--- src/rtl/uart_ddr_byte_packer.sv ---
// Packs UART bytes little-endian into DATA_WIDTH-bit words for the DDR staging FIFO.
// An assembly register fills while a holding register waits out FIFO backpressure.
module uart_ddr_byte_packer #(
  parameter int          DATA_WIDTH     = 256,
  parameter int          TIMEOUT_CYCLES = 1000,
  parameter logic [7:0]  PAD_BYTE       = 8'h00
) (
  input  logic                  i_axi_clk,
  input  logic                  i_rstn,
  input  logic [7:0]            i_rx_data,
  input  logic                  i_rx_valid,
  input  logic                  i_flush,
  input  logic                  i_clr_overflow,
  input  logic                  i_fifo_full,
  output logic [DATA_WIDTH-1:0] o_fifo_data,
  output logic                  o_fifo_wr_en,
  output logic                  o_overflow,
  output logic [15:0]           o_drop_count,
  output logic [31:0]           o_word_count,
  output logic                  o_busy,
  output logic [1:0]            o_dbg_state
);

  localparam int BYTES = DATA_WIDTH / 8;
  localparam int IDX_W = (BYTES > 1) ? $clog2(BYTES) : 1;

  typedef enum logic [1:0] {
    S_EMPTY    = 2'd0,
    S_FILLING  = 2'd1,
    S_COMPLETE = 2'd2
  } state_t;

  state_t                state_q, state_d;
  logic [IDX_W-1:0]      idx_q, idx_d;
  logic [DATA_WIDTH-1:0] asm_q, asm_d, hold_q;
  logic                  hold_valid_q;
  logic [31:0]           idle_q, idle_d;
  logic                  transfer, accept, drop, timeout, pad_en, last_slot;
  int                    fill_end;

  // FIFO handshake: a word is written in every cycle o_fifo_wr_en is high; the
  // FIFO must take it whenever it reports not full, so wr_en never waits on an ack.
  assign o_fifo_wr_en = hold_valid_q & ~i_fifo_full;
  assign o_fifo_data  = hold_q;
  assign o_busy       = (state_q != S_EMPTY) | hold_valid_q;
  assign o_dbg_state  = state_q;

  always_comb begin
    transfer  = (state_q == S_COMPLETE) & (~hold_valid_q | o_fifo_wr_en);
    accept    = i_rx_valid & ((state_q != S_COMPLETE) | transfer);
    drop      = i_rx_valid & (state_q == S_COMPLETE) & ~transfer;
    last_slot = (idx_q == IDX_W'(BYTES - 1));
    timeout   = (TIMEOUT_CYCLES != 0) && (state_q == S_FILLING) && !i_rx_valid &&
                (idle_q + 32'd1 == 32'(TIMEOUT_CYCLES));
    pad_en    = (state_q == S_FILLING) & (i_flush | timeout);
  end

  always_comb begin
    state_d = state_q;
    idx_d   = idx_q;
    case (state_q)
      S_EMPTY, S_FILLING: begin
        if (accept && last_slot) begin
          state_d = S_COMPLETE;
          idx_d   = '0;
        end else if (pad_en) begin
          state_d = S_COMPLETE;
          idx_d   = '0;
        end else if (accept) begin
          state_d = S_FILLING;
          idx_d   = idx_q + IDX_W'(1);
        end
      end
      S_COMPLETE: begin
        if (transfer) begin
          state_d = i_rx_valid ? S_FILLING : S_EMPTY;
          idx_d   = i_rx_valid ? IDX_W'(1) : '0;
        end
      end
      default: begin
        state_d = S_EMPTY;
        idx_d   = '0;
      end
    endcase
  end

  // Incoming byte lands at idx_q; on a flush every slot past it takes PAD_BYTE.
  always_comb begin
    asm_d    = asm_q;
    fill_end = int'(idx_q) + (accept ? 1 : 0);
    for (int k = 0; k < BYTES; k++) begin
      if (accept && int'(idx_q) == k) begin
        asm_d[8*k +: 8] = i_rx_data;
      end else if (pad_en && k >= fill_end) begin
        asm_d[8*k +: 8] = PAD_BYTE;
      end
    end
    idle_d = (state_q != S_FILLING || accept || timeout) ? 32'd0 : idle_q + 32'd1;
  end

  always_ff @(posedge i_axi_clk or negedge i_rstn) begin
    if (!i_rstn) begin
      state_q <= S_EMPTY;
      idx_q   <= '0;
      asm_q   <= '0;
      idle_q  <= '0;
    end else begin
      state_q <= state_d;
      idx_q   <= idx_d;
      asm_q   <= asm_d;
      idle_q  <= idle_d;
    end
  end

  always_ff @(posedge i_axi_clk or negedge i_rstn) begin
    if (!i_rstn) begin
      hold_q       <= '0;
      hold_valid_q <= 1'b0;
      o_word_count <= '0;
      o_overflow   <= 1'b0;
      o_drop_count <= '0;
    end else begin
      if (transfer) begin
        hold_q       <= asm_q;
        hold_valid_q <= 1'b1;
      end else if (o_fifo_wr_en) begin
        hold_valid_q <= 1'b0;
      end
      if (o_fifo_wr_en) o_word_count <= o_word_count + 32'd1;
      if (drop) o_overflow <= 1'b1;
      else if (i_clr_overflow) o_overflow <= 1'b0;
      if (drop && o_drop_count != 16'hFFFF) o_drop_count <= o_drop_count + 16'd1;
    end
  end

endmodule

--- config.mk ---
export PLATFORM = sky130hd
export DESIGN_NAME = uart_ddr_byte_packer
export DESIGN_NICKNAME = d
export VERILOG_FILES = /design/src/rtl/uart_ddr_byte_packer.sv
export SDC_FILE = /design/constraint.sdc
export NUM_CORES = 1
export LEC_CHECK = 0
export CAP_MARGIN = 20
export CORE_MARGIN = 2
export CORE_UTILIZATION = 59
export DETAILED_ROUTE_END_ITERATION = 6
export PLACE_DENSITY_LB_ADDON = 0.12
export SETUP_SLACK_MARGIN = 0.05
export SYNTH_ARGS = -nofsm -noshare
export SYNTH_HDL_FRONTEND = slang
export SYNTH_SLANG_ARGS = --single-unit
--- constraint.sdc ---
create_clock -name i_axi_clk -period 5.95 [get_ports i_axi_clk]
set_input_delay 1.19 -clock i_axi_clk [delete_from_list [all_inputs] [get_ports i_axi_clk]]
set_output_delay 1.19 -clock i_axi_clk [all_outputs]
set_load 0.1 [all_outputs]
# ---- After elaboration in Yosys (flattened, before gate mapping)
# Index checks and enable logic that the tools add are counted.
dict set report word_totals {
  reg_bits 601
  inputBits 14
  output_inout_bits 309
  elab_cells 322
}
dict set report op_classes {
  addsub 5
  n_lt_le_gt_ge 32
  n_eq_ne 40
  muxes 82
  bitwise 13
  n_reduce_logical 110
}
# op n
set ops {}
lappend ops {{$mux 8} 64}
lappend ops {{$ge 5x6->1 const A} 16}
lappend ops {{$eq 5x5->1 const B} 17}
lappend ops {{$reduce_bool 2->1} 35}
lappend ops {{$logic_and 1x1->1} 68}
lappend ops {{$add 32x1->32 const B} 2}
lappend ops {{$ge 4x6->1 const A} 8}
lappend ops {{$eq 5x4->1 const B} 8}
lappend ops {{$eq 32x10->1 const B} 1}
lappend ops {{$mux 32} 1}
lappend ops {{$ge 3x6->1 const A} 4}
lappend ops {{$eq 5x3->1 const B} 4}
lappend ops {{$mux 5} 4}
lappend ops {{$add 16x1->16 const B} 1}
lappend ops {{$ne 16x16->1 const B} 1}
lappend ops {{$ge 1x6->1 const A} 2}
lappend ops {{$ge 2x6->1 const A} 2}
lappend ops {{$eq 5x2->1 const B} 2}
lappend ops {{$pmux 5 s2} 1}
lappend ops {{$mux 2} 4}
lappend ops {{$mux 1} 7}
lappend ops {{$add 5x1->6} 1}
lappend ops {{$and 1x1->1} 6}
lappend ops {{$add 5x1->5 const B} 1}
lappend ops {{15 further kinds} 22}

# ---- Logic depth before layout (Yosys ltp)
# Gate-level depths: netlist of the first run.
dict set report depth {
  ltp_word 12
  depth_mapped 14
  mapped_depth_nobuf 12
}

# ---- Worst setup path before layout of the first run
# No wires, ideal clock.
dict set report synth_timing {
  path_type {in2reg}
  start {input i_fifo_full}
  end {register o_word_count[30]}
  setup_ns 0.158
  t_arrival_ns 3.629
  required_ns 5.792
  path_slack_ns 2.163
  path_stages 8
  path_cell_list {nor2b_1 > clkbuf_1 > nand4_1 > nor2_1 > nand4_1 > nor2_1 > nand3_1 > xnor2_1}
}
dict set report synth_via {
  elab_chain_len 2
}
# item line
set synth_rtl {}
lappend synth_rtl {{start: declaration} 14} ;# input logic i_fifo_full,
lappend synth_rtl {{$not 1->1} 43} ;# assign o_fifo_wr_en = hold_valid_q & ~i_fifo_full;
lappend synth_rtl {{$and 1x1->1} 43}
lappend synth_rtl {{net o_fifo_wr_en} 16} ;# output logic o_fifo_wr_en,
lappend synth_rtl {{end signal: assignment} 129} ;# if (o_fifo_wr_en) o_word_count <= o_word_count + 32'd1;
lappend synth_rtl {{end: declaration} 19} ;# output logic [31:0] o_word_count,
# The timed path passes the listed nets, and every way through them passes these cells.
# A chain may end at the register's enable or synchronous reset.

# ---- Worst setup path after layout of the first run
dict set report layout_timing {
  start {input i_fifo_full}
  end {register asm_q[176]}
}
dict set report layout_via {
  elab_chain_len 11
  word_cells_on_any_way 13
}
# item line
set layout_rtl {}
lappend layout_rtl {{$not 1->1 (*)} 43}
lappend layout_rtl {{$and 1x1->1 (*)} 43}
lappend layout_rtl {{$or 1x1->1 (*)} 49} ;# transfer = (state_q == S_COMPLETE) & (~hold_valid_q | o_fifo_wr_en);
lappend layout_rtl {{$and 1x1->1 (*)} 49}
lappend layout_rtl {{$or 1x1->1 (*)} 50} ;# accept = i_rx_valid & ((state_q != S_COMPLETE) | transfer);
lappend layout_rtl {{$and 1x1->1 (*)} 50}
lappend layout_rtl {{$mux 1} 90} ;# fill_end = int'(idx_q) + (accept ? 1 : 0);
lappend layout_rtl {{$add 5x1->6} 90}
lappend layout_rtl {{$ge 5x6->1} 94} ;# end else if (pad_en && k >= fill_end) begin
lappend layout_rtl {{$logic_and 1x1->1} 94}
lappend layout_rtl {{$reduce_bool 2->1 (no source line)} --}
lappend layout_rtl {{end signal: assignment} 110} ;# asm_q <= asm_d;
lappend layout_rtl {{end: declaration} 35} ;# logic [DATA_WIDTH-1:0] asm_q, asm_d, hold_q;
# Every way passes the cells marked *; elsewhere a longest branch is shown, timed or not.

==> out/metrics.cfg, run 1 <==
[clock_network]
cts_made_buffers=58
cts_tree=built
clock_path_buffers=3
clk_pin_slew_worst_paths_ps=60
ctsRootBufferMaster=clkbuf_16
h-tree-depth=2
cts.sinks=601
post_cts_buffers=0
cts_resized=0
clock_latency_ps=610
postCtsHoldBufs=0

[logic_synthesis]
yosys_warnings=0
synth_top_area_share_pct=61.0
async_flop_share_pct=100
yosys.area.top_type=dfrtp_1
synth_edf_count=0
synthCells=1947
avgSynthCellArea_um2=12.7
netlist_area_mm2=0.0246
synthAdderAreaFrac_pct=0.609
ys_top_cells_by_area=dfrtp_1 (61%), mux2_2 (12%), a22o_1 (4.8%)
synthXorXnorAreaFrac_pct=2.77
syn-num-nets=1973
ys.flop_type=dfrtp_1
synth_compound_gate_area_share_pct=9.86
seq_area_frac_synth_pct=61.0
synth_cell_types=63
synth-simple-area-share_pct=9.34
ys_seq_elements=601
synth_top_family_by_area=multiplexers
synth_mux_area_share_pct=14.0

[place]
dp_slack_ps=1060
place_congestion=0.902
portBuffers=322
hpwl_mm=41.0
placedCellCount=2694

[routing]
routed_wl_mm=63.5
viasPerCell=6.05
dr.pass1.iters=7
post_drt_wl_per_cell_um=22.7
drtIter0Drc=1464
drc_errors=2
num_vias=16900
ant_nets=0

[outcome]
outcome=finished, violations left
violations=DRC

[floorplan]
die_height_um=208
coreArea_mm2=0.0410
io_pins=323
die_w_um=208
row_count=74
die_area_mm2=0.0434
start_util_pct=60.1

[critical_path]
reg2regPathDepth=11
critPathArrivalTime_ps=4940
cp-start-kind=primary input
critical-path-top-delay-family=compound AO/OA/AOI/OAI gates
endpoint_kind=register
reg2reg_slack_ps=1660
cp.depth=12
cp_num_buf_inv=2
crit_fanout=10
r2r_end=asm_q[176]
worstPathRequired_ps=6480
crit_chain=clkdlybuf4s50_1 > nand4b_1 > nand2_1 > inv_1 > ha_1 > ha_1 > xor2_1 > nand3_1 > a21oi_1 > nor2_1 > a31oi_1 > a22o_1
cp_slowest_stage_delay_ps=670
crit_type=primary input to register
slowest_stage=xor2_1
crit_top_cell=ha_1
timing.rr.start=o_dbg_state[1]

[finish]
nets=2248
drive_gt1_share_pct=18.4
final_cells=2799
postLayoutCoreUtil_pct=73.6
area_growth_pct=22.5

[global_routing]
grt_max_degree=137
grt_pass1_vias=16800
grt_antenna_before_repair=2
grt_first_pass_wirelength_mm=99.5
grtUsageTotal_pct=29.3
grt_remaining_overflow=0

[timing]
grt_setup_unrepaired=no
finalMaxSlewViolations=0
fin_setup_tns_ps=0
max_clock_freq_mhz=227
period_share_pct=74.2
tightest_slew_ps=1180
slew_headroom_pct=21.3
finalCriticalPeriod_ps=4410
fin_worst_skew_ps=14.1
hold_viol=0
worst_slack_ps=1540
finalSetupViolations=0

[worst_hold_path]
hold_end=o_word_count[31]
min_path_type=register to register
whs_path_depth=1
min_from=o_word_count[31]

[pwr]
power.density_mw_per_mm2=434
total_power_mw=13.1
p_leak_nw=14.2
ir_worst_vdd_v=0.000406

[flow_run]
maxCapViolCount=0

==> stage by stage <==
step                cell area [µm²]  hold WS (ps)
CTS                           30200           475
floorplan                     24600           462
global placement              28200           461
finish                        30200           469
global route                  30200           486
detailed placement            28200           466
==> worst max-delay path by stage <==
| stage | startpoint | endpoint | slack (ps) |
|---|---|---|---|
| after floorplan | i_fifo_full | o_word_count[30] | 2160 |
| after global placement | i_fifo_full | asm_q[181] | 1200 |
| after detailed placement | i_fifo_full | asm_q[176] | 1060 |
| after CTS | i_fifo_full | asm_q[176] | 1680 |
| after global routing | idle_q[0] | asm_q[57] | 1330 |
| final | i_fifo_full | asm_q[176] | 1540 |
==> synthesized netlist by cell type (21+ instances only) <==
cell type	n
a21oi_1	113
a22o_1	136
and2_1	21
buf_1	22
clkbuf_1	90
dfrtp_1	601
mux2_2	259
mux2i_1	53
nand2_1	167
nand3_1	93
nand4_1	23
nor2_1	70
o21ai_0	33
xnor2_1	55
xor2_1	23
==> logic make-up (layout without fill, tap and decap cells) <==
family | count (synthesis) | after routing
other | 0 | 1
AOI/OAI and AO/OA | 341 | 341
and+or+nand+nor | 462 | 462
DFF | 601 | 601
adders and majority gates | 12 | 12
buffers and inverters | 141 | 460
muxes | 312 | 312
xor gates and xnor gates | 78 | 78
==> routing by layer <==
metal / global-route usage [%] / routed length, µm / share of wire (%) / vias up
met2: 45.5 / 29600 / 47 / 626
met5: 0 / 12 / 0.019 / -
li1: - / - / - / 7521
met1: 41.1 / 26900 / 42 / 8663
met3: 7.06 / 5000 / 7.9 / 134
met4: 9.58 / 1970 / 3.1 / 2
==> where the power goes <==
group | switching (mW) | internal [mW]
Combinational | 3.20 | 1.14
Sequential | 0.396 | 4.56
Clock | 1.52 | 2.26
==> flip-flops by register name, summed over array words and instances (netlist names) <==
signal	cells
asm_q	256
hold_valid_q	1
idle_q	32
idx_q	5
o_dbg_state	2
o_drop_count	16
o_fifo_data	256
o_overflow	1
o_word_count	32
==> layout by cell type, fill, tap and decap left out, types with 19 or more instances in the layout <==
| cell type | netlist | final |
|---|---|---|
| dfrtp_1 | 601 | 601 |
| clkdlybuf4s50_1 | 0 | 312 |
| mux2_2 | 259 | 259 |
| nand2_1 | 167 | 166 |
| a22o_1 | 136 | 136 |
| a21oi_1 | 113 | 113 |
| nand3_1 | 93 | 93 |
| nor2_1 | 70 | 69 |
| clkbuf_16 | 0 | 59 |
| xnor2_1 | 55 | 55 |
| mux2i_1 | 53 | 53 |
| o21ai_0 | 33 | 33 |
| nand4_1 | 23 | 23 |
| xor2_1 | 23 | 23 |
| and2_1 | 21 | 21 |
| and3_1 | 19 | 19 |
| a31oi_1 | 20 | 19 |
| clkbuf_8 | 0 | 19 |
==> final cells by class <==
| type | instances | area, µm² |
|---|---|---|
| tap | 532 | 666 |
| inverter | 16 | 60.1 |
| fill | 2670 | 10800 |
| sequential | 601 | 15000 |
| timing repair buffer | 340 | 3410 |
| clock inverter | 11 | 184 |
| antenna | 1 | 2.50 |
| clock buffer | 93 | 1790 |
| multi-input combinational | 1205 | 9030 |
(Power assumes the default switching activity.)
==> run 2: changes to the inputs <==
Settings changed: CORE_UTILIZATION 59 to 50.
Clock period 5.95 ns to 4 ns, I/O delays scaled along.
==> run 2 against run 1 <==
The flow now finishes without violations; critical path depth decreased by 2; clock power increased by 49%; via count decreased by 0.71%; clock-buffer cell count increased by 3; routed wire length increased by 3.4%; cell count increased by 6.6%; hold slack got worse by 260 ps; sequential share of layout area decreased by 1.0 points; power increased by 50%; non-clock buffer count increased by 46; flip-flop and latch count unchanged; largest power group unchanged; highest routed layer unchanged.
==> out/metrics.cfg, run 2 (synthesis gave the netlist of run 1 again) <==
[floorplan]
die_height_um=226  ; was 208 µm
coreArea_mm2=0.0487  ; was 0.0410 mm²
start_util_pct=50.5  ; was 60.1%
die_w_um=226  ; was 208 µm
io_pins=323  ; unchanged
die_area_mm2=0.0511  ; was 0.0434 mm²
row_count=81  ; was 74

[pwr]
ir_worst_vdd_v=0.000676  ; was 0.000406 V
p_leak_nw=14.5  ; was 14.2 nW
power.density_mw_per_mm2=637  ; was 434 mW/mm²

[critical_path]
reg2regPathDepth=10  ; was 11
cp-start-kind=register  ; was primary input
slowest_stage=nor3_2  ; was xor2_1
crit_fanout=8  ; was 10
cp_slowest_stage_delay_ps=610  ; was 670 ps
critPathArrivalTime_ps=4200  ; was 4940 ps
crit_type=register to register  ; was primary input to register
endpoint_kind=register  ; unchanged
crit_chain=ha_1 > nand3_1 > or4_4 > nor3_1 > a31oi_1 > nor4_4 > a31oi_2 > buf_4 > nor3_2 > a21oi_1  ; was clkdlybuf4s50_1 > nand4b_1 > nand2_1 > inv_1 > ha_1 > ha_1 > xor2_1 > nand3_1 > a21oi_1 > nor2_1 > a31oi_1 > a22o_1
worstPathRequired_ps=4460  ; was 6480 ps

[place]
hpwl_mm=43.0  ; was 41.0 mm
placedCellCount=2872  ; was 2694
portBuffers=322  ; unchanged
place_congestion=0.837  ; was 0.902

[timing]
finalSetupViolations=0  ; unchanged
grt_setup_unrepaired=no  ; unchanged
fin_setup_tns_ps=0  ; unchanged
max_clock_freq_mhz=267
finalMaxSlewViolations=0  ; unchanged
slew_headroom_pct=22.9  ; was 21.3%
finalCriticalPeriod_ps=3740
period_share_pct=93.5
fin_worst_skew_ps=22.1  ; was 14.1 ps
tightest_slew_ps=1160  ; was 1180 ps
hold_viol=0  ; unchanged

[finish]
layout_commonest_cell=dfrtp_1  ; unchanged
postLayoutCoreUtil_pct=63.2  ; was 73.6%
area_growth_pct=25.1  ; was 22.5%
final_cell_mix=dfrtp_1 (601), clkdlybuf4s50_1 (309), mux2_2 (259)  ; was dfrtp_1 (601), clkdlybuf4s50_1 (312), mux2_2 (259)
drive_gt1_share_pct=20.4  ; was 18.4%
final_cells=2984  ; was 2799
nets=2296  ; was 2248

[clock_network]
postCtsHoldBufs=0  ; unchanged
cts_made_buffers=60  ; was 58
clock_path_buffers=3  ; unchanged
cts_tree=built  ; unchanged
clock_latency_ps=620  ; was 610 ps
h-tree-depth=2  ; unchanged
clk_pin_slew_worst_paths_ps=60  ; about the same
cts.sinks=601  ; unchanged
ctsRootBufferMaster=clkbuf_16  ; unchanged

[outcome]
outcome=completed  ; was finished, violations left

[global_routing]
grt_first_pass_wirelength_mm=102  ; was 99.5 mm
grt_remaining_overflow=0  ; unchanged
grtUsageTotal_pct=25.9  ; was 29.3%
grt_max_degree=107  ; was 137
grt_pass1_vias=17000  ; was 16.8k
grt_antenna_before_repair=6  ; was 2

[routing]
ant_nets=0  ; unchanged
drc_errors=0  ; was 2
viasPerCell=5.64  ; was 6.05
drtIter0Drc=1214  ; was 1464
num_vias=16800  ; was 16.9k
dr.pass1.iters=6  ; was 7
routed_wl_mm=65.6  ; was 63.5 mm
post_drt_wl_per_cell_um=22.0  ; was 22.7 µm

[flow_run]
maxCapViolCount=0  ; unchanged

[worst_hold_path]
min_path_type=primary input to async pin  ; was register to register

## run 2: cell types whose count changed in the layout (fill, tap and decap cells not counted), sizes merged
cell           change
inv                -1
clkbuf             +3
buf               +49
clkinv             +7
clkdlybuf4s50      -3
clkinvlp           +1
bufinv             -3
## run 2: worst paths after layout
kind	startpoint	endpoint	slack (ps)
setup / recovery	idle_q[0]	asm_q[229]	260
hold / removal	i_rstn	o_fifo_data[89]	210
setup reg to reg	idle_q[0]	asm_q[229]	260
hold reg to reg	o_word_count[31]	o_word_count[31]	490
max in group asynchronous	i_rstn	asm_q[202]	2830
min in group i_axi_clk	o_word_count[31]	o_word_count[31]	490
## run 2: report_power, final
| group | internal, mW | switching (mW) |
|---|---|---|
| sequential | 6.79 | 0.542 |
| clock | 3.31 | 2.33 |
| combinational | 1.82 | 4.85 |
| total | 11.9 | 7.72 |
## run 2: layout make-up
type	instances	area, µm²
flip-flops and latches	601	15000
fillers	3766	17900
clock buffers	96	1870
clock inverters	15	139
repair buffers	386	3810
well taps	664	831
inverters	16	60.1
multi-input cells	1205	9060
diodes	1	2.50
## run 2: routing by layer
| layer | GRT usage [%] | routed length [µm] |
|---|---|---|
| met3 | 6.01 | 4380 |
| met5 | 0 | 54 |
| met1 | 35.9 | 28400 |
| met2 | 41.2 | 31200 |
| met4 | 7.14 | 1610 |
## run 2: worst max-delay path, delay by kind of cell (launching register included)
kind	cells	cell delay (ps)
compound gates	3	580
buf+inv	1	260
simple gates	5	2060
flops	1	430
fa+ha+maj	1	250
## run 2: repair_timing
action / CTS / global route
hold endpoints to repair: 0 / 0
setup endpoints to repair: 0 / 14
gates resized for setup: 0 / 3
setup buffers: 0 / 0
## run 2: through the flow
step	hold WS [ps]	worst slack (ps)	area (µm²)	power, mW
after floorplan	462	395	24600	12.0
after global placement	474	180	28800	14.0
after detailed placement	481	97.3	28800	14.1
after CTS	211	260	30800	19.8
after global routing	237	68.0	30800	20.4
final	210	262	30800	19.6
==> run 3: changes to the inputs <==
Settings changed: CAP_MARGIN 20 to not set.
==> results of run 3 <==
The final DEF is identical to that of run 2; final timing and power are the same.
